`src/rtl/alu32_pkg.sv`:
```
// -----------------------------------------------------------------------------
// alu32_pkg
// Shared definitions for the 32-bit ALU: datapath width and the 3-bit opcode
// encoding {S2,S1,S0} with a named constant for each of the eight operations.
// -----------------------------------------------------------------------------
package alu32_pkg;

  localparam int unsigned DATA_W = 32;

  typedef enum logic [2:0] {
    OP_ADD = 3'b000,
    OP_SUB = 3'b001,
    OP_AND = 3'b010,
    OP_OR  = 3'b011,
    OP_SLT = 3'b100,
    OP_NOR = 3'b101,
    OP_XOR = 3'b110,
    OP_SLL = 3'b111
  } alu_op_e;

endpackage : alu32_pkg

```
`src/rtl/alu32_adder32.sv`:
```
// -----------------------------------------------------------------------------
// adder32
// Purely combinational 32-bit adder with carry-in, carry-out and two's
// complement overflow. Used twice by alu32: once for A+B+C_in and once for
// A+~B+1 (subtraction).
// Ports:
//   a_i, b_i  : 32-bit addends
//   c_i       : carry-in
//   s_o       : 32-bit sum (wraps modulo 2^32)
//   c_o       : carry-out of bit 31
//   v_o       : signed overflow (operands agree in sign, sum does not)
// -----------------------------------------------------------------------------
module adder32 (
  input  logic [31:0] a_i,
  input  logic [31:0] b_i,
  input  logic        c_i,
  output logic [31:0] s_o,
  output logic        c_o,
  output logic        v_o
);

  logic [32:0] full_s;

  // 33-bit sum so the carry-out falls out of the top bit.
  assign full_s = {1'b0, a_i} + {1'b0, b_i} + {32'b0, c_i};
  assign s_o    = full_s[31:0];
  assign c_o    = full_s[32];
  assign v_o    = (a_i[31] == b_i[31]) && (full_s[31] != a_i[31]);

endmodule : adder32

```
`src/rtl/alu32.sv`:
```
// -----------------------------------------------------------------------------
// alu32
// 32-bit ALU with a single output register stage (1-cycle latency, one new
// operation per cycle). Sum and subtraction flags are produced every cycle
// regardless of the selected opcode.
// Ports:
//   clk        : clock, all state updates on the rising edge
//   rst        : synchronous active-high reset, clears every output
//   A, B       : 32-bit operands (two's complement for signed ops)
//   C_in       : carry-in, used only by ADD and the sum flags
//   S2,S1,S0   : opcode {S2,S1,S0}, see alu32_pkg::alu_op_e
//   R          : registered result
//   C_out_sum  : registered carry-out of A+B+C_in
//   C_out_sub  : registered carry-out of A+~B+1 (1 = no borrow)
//   Zero_bit   : registered, set when the registered R is zero
//   V_sum      : registered signed overflow of A+B+C_in
//   V_sub      : registered signed overflow of A-B
// -----------------------------------------------------------------------------
module alu32
  import alu32_pkg::*;
(
  input  logic        clk,
  input  logic        rst,
  input  logic [31:0] A,
  input  logic [31:0] B,
  input  logic        C_in,
  input  logic        S2,
  input  logic        S1,
  input  logic        S0,
  output logic [31:0] R,
  output logic        C_out_sum,
  output logic        C_out_sub,
  output logic        Zero_bit,
  output logic        V_sum,
  output logic        V_sub
);

  alu_op_e     op_s;
  logic [31:0] sum_s;
  logic        c_sum_s;
  logic        v_sum_s;
  logic [31:0] diff_s;
  logic        c_sub_s;
  logic        v_sub_s;
  logic        slt_s;

  logic [31:0] r_d,     r_q;
  logic        zero_d,  zero_q;
  logic        c_sum_q, c_sub_q;
  logic        v_sum_q, v_sub_q;

  assign op_s = alu_op_e'({S2, S1, S0});

  adder32 u_add_sum (
    .a_i (A),
    .b_i (B),
    .c_i (C_in),
    .s_o (sum_s),
    .c_o (c_sum_s),
    .v_o (v_sum_s)
  );

  // Subtraction as A + ~B + 1; C_in deliberately not involved.
  adder32 u_add_sub (
    .a_i (A),
    .b_i (~B),
    .c_i (1'b1),
    .s_o (diff_s),
    .c_o (c_sub_s),
    .v_o (v_sub_s)
  );

  // Exact signed compare, so SLT is not fooled by subtraction overflow.
  assign slt_s = ($signed(A) < $signed(B));

  // Result mux selected by opcode; zero flag taken from the same value.
  always_comb begin
    r_d = 32'h0000_0000;
    unique case (op_s)
      OP_ADD:  r_d = sum_s;
      OP_SUB:  r_d = diff_s;
      OP_AND:  r_d = A & B;
      OP_OR:   r_d = A | B;
      OP_SLT:  r_d = {31'b0, slt_s};
      OP_NOR:  r_d = ~(A | B);
      OP_XOR:  r_d = A ^ B;
      OP_SLL:  r_d = A << B[4:0];
      default: r_d = 32'h0000_0000;
    endcase
    zero_d = (r_d == 32'h0000_0000);
  end

  // Single output register stage; reset wins over any operation.
  always_ff @(posedge clk) begin
    if (rst) begin
      r_q     <= 32'h0000_0000;
      zero_q  <= 1'b0;
      c_sum_q <= 1'b0;
      c_sub_q <= 1'b0;
      v_sum_q <= 1'b0;
      v_sub_q <= 1'b0;
    end else begin
      r_q     <= r_d;
      zero_q  <= zero_d;
      c_sum_q <= c_sum_s;
      c_sub_q <= c_sub_s;
      v_sum_q <= v_sum_s;
      v_sub_q <= v_sub_s;
    end
  end

  assign R         = r_q;
  assign Zero_bit  = zero_q;
  assign C_out_sum = c_sum_q;
  assign C_out_sub = c_sub_q;
  assign V_sum     = v_sum_q;
  assign V_sub     = v_sub_q;

endmodule : alu32

```
`config.mk`:
```
export PLATFORM = sky130hd
export DESIGN_NAME = alu32
export DESIGN_NICKNAME = d
export VERILOG_FILES = /design/src/rtl/alu32_pkg.sv /design/src/rtl/alu32_adder32.sv /design/src/rtl/alu32.sv
export SDC_FILE = /design/constraint.sdc
export NUM_CORES = 1
export LEC_CHECK = 0
export ABC_AREA = 1
export CORE_AREA = 3 3 148 150
export DETAILED_ROUTE_END_ITERATION = 12
export DIE_AREA = 0 0 151 153
export GPL_TIMING_DRIVEN = 0
export MAX_ROUTING_LAYER = met4
export PLACE_DENSITY = 0.66
export SLEW_MARGIN = 10
export SYNTH_ARGS = -nofsm -noshare
export SYNTH_HDL_FRONTEND = slang
export SYNTH_SLANG_ARGS = --single-unit
```
`constraint.sdc`:
```
create_clock -name clk -period 4.05 [get_ports clk]
set_input_delay 0.81 -clock clk [delete_from_list [all_inputs] [get_ports clk]]
set_output_delay 0.81 -clock clk [all_outputs]
set_load 0.005 [all_outputs]
```
==> run metrics <==
Pre-Repair DR Iteration Count 6; Post-Synth XOR/XNOR Area 0.09393%; GPL Wtd Cong 1.036; total power 2284 µW; critical path class primary input to register; #FFs+latches synth 37; fin area 10,940 µm²; Starting Density 44.78%; Final Worst Setup Slack 127.9 ps; HPWL after detailed placement 36.86 mm; CP Cell Sequence clkdlybuf4s50_1, inv_2, clkbuf_1, nand3_1, nand3_1, nand3_1, nand3_1, nand3_1, a21oi_1, nand2_1, nand2_1, nand2_1, nor2_2, nand3_1, nor2_1; Slew HR 40.36%; first-pass GRT wire length 64.58 mm; Place WS -729.9 ps; Root Buffer clkbuf_16; sw frac 48.95%; Clock Power Share 21.0%; clk sinks 37; post-synthesis sequential area ratio 7.944%; Pint 1166 µW; CP endpoint kind register; Synth Area in Compound Gates 12.17%; Synth Area in Adders 13.66%; Pwr per Cell Area 208.8 nW/µm²; final number of setup-violating endpoints 0; Crit-path slowest cell clkdlybuf4s50_1; FFs w/ async S/R, synth 0%; Setup Fix Bufs, Post-CTS 0; I/O pin count 107; CTS Buf Count 5; prevailing post-synth register cell dfxtp_1; initial antenna violation count 0; sequential power share 17.8%; Combinational Power Share 61.2%; drt via density 5.665; Core Region 20,820 µm²; YS warnings 0; CTS tree yes; most frequent cells in the layout 560 x nand2_1, 295 x inv_1, 269 x nand3_1; commonest non-fill, non-tap cell in the layout nand2_1; Routed WL 43.13 mm; CP delay by family, top simple AND/OR/NAND/NOR gates; Placed Cells 2,189; Synth Area in Simple Gates 49.89%; multiplexer share of the synthesized area 0%; Die Area 23,100 µm²; most frequent CP cell nand3_1; largest net degree at the start of global routing 19; Worst IR Drop VDD 0.0002009 V; total gr overflow 0; via count of the routed design 12,430; Post-Syn Nets 1,979; routed length per instance 19.65 µm; crit-path max cell delay 550 ps; cells after synthesis 1,809; crit path DAT 4140 ps; GRT Resource Usage Total 37.68%; post-synth cell types 41; largest family of logic cells by synthesized area simple AND/OR/NAND/NOR gates; PortBufs 105; WP depth 15; Tmin final 3922 ps; via count of the first global-routing pass 11,350; fin crit share 96.84%; fmax 255.0 MHz; leakage 0.006047 µW; n_diodes 0; Max Cap Violations 0; worst path required time 4270 ps; maximum clock path buffer count 2; Crit. Startpoint B[1]; Hold Path Class primary input to register; RSZ-0062 raised after global routing no; placed cell area 10,720 µm²; Antenna Nets Post-Route 0; # DRC 0; Slew Limit Fails 0; P&R area growth vs syn 17.31%; share of cells above drive strength 1 4.844%; CP Capture Point Zero_bit; status finished, final reports clean; Net Sw Power 1118 µW; die width 151 µm; critical path startpoint category primary input; EDFF count, synth 0; Rows 53; Total Nets Final 2,089; Die H 153 µm; Finished Layout Cells 2,195; Worst Tran Pin Value 894.5 ps; hold_buf cts 0; Mapped Area 9324 µm²; Iter 0 DRT Violations 1,549; Synth Area per Inst 5.154 µm²; Hold Vio Cnt, Final 0; WP buf/inv 3; CP max FO 18; clock transition at the registers of the reported paths 70 ps; setup tns final 0 ps; htree depth 2
## flip-flops by register name (all words and copies together), names as in the netlist
register	count
R	32
V_sum	1
Zero_bit	1
C_out_sum	1
V_sub	1
C_out_sub	1
## per-layer routing
metal  up-vias  GRT usage, %  wire length, µm
li1       5974             -                -
met1      5636         51.85            18470
met2       714         55.72            18350
met3       110         4.744             4360
met4         0         14.98             1947
met5         -             -                0
## power groups by stage
stage	sequential, µW	combinational (µW)	clock (µW)
6_report	406	1400	479
5_1_grt	409	1540	498
3_3_place_gp	413	1340	0
2_1_floorplan	419	827	0
3_5_place_dp	415	1350	0
4_1_cts	407	1350	482
## layout make-up
| cell class | instances | area (µm²) |
|---|---|---|
| buffer | 71 | 364.1 |
| timing repair buffer | 105 | 1064 |
| multi-input combinational | 1392 | 7092 |
| clock inverter | 2 | 37.54 |
| fill | 2360 | 9884 |
| inverter | 307 | 1157 |
| clock buffer | 6 | 138.9 |
| tap | 275 | 344.1 |
| sequential | 37 | 740.7 |
## cells by family after synthesis
family / after synthesis
compound gates: 201
xor+xnor: 1
fa+ha+maj: 100
buf+inv: 380
flops: 37
simple gates: 1090
## per-stage QoR
step | util, % | hold slack, ps
after floorplan | - | 979.7
after global placement | 51.48 | 1481
after detailed placement | 51.48 | 1471
after CTS | 52.39 | 1177
after global routing | 52.53 | 1204
final | 52.53 | 1180
## repair_timing
item / 4_1_cts / 5_1_grt
resized for setup: 8 / 16
pin swaps: 0 / 1
endpoints found under the setup margin: 3 / 2
## cell usage after synthesis (all sizes together), types with 2 or more instances
cell	count	area share (%)
nand3	277	15
o22ai	21	1.4
and3	2	0.13
nor3b	4	0.38
nand4	36	2.4
and2	2	0.13
ha	97	13
a21oi	79	4.2
o21ai	62	3.3
inv	304	12
nand2	561	23
nor4	3	0.20
a211oi	2	0.21
fa	3	0.64
nor3	15	0.86
o211ai	13	1.0
clkbuf	20	0.81
o21bai	11	0.89
a31oi	5	0.34
or2	5	0.34
nand3b	4	0.32
buf	53	3.1
dfxtp	37	7.9
nor2	181	7.3
clkinv	3	0.12
a221oi	5	0.47
## how the worst min path moves through the flow
stage               startpoint    end  slack (ps)  depth (start not counted)
finish                    B[3]   R[2]        1180                          6
global route              B[3]   R[2]        1200                          6
CTS                         S2   R[2]        1180                          7
detailed placement          S2   R[2]        1470                          7
global placement            S2   R[2]        1480                          7
floorplan                A[31]  V_sub         980                          3
Note: power is estimated with default switching activity, not from simulation.
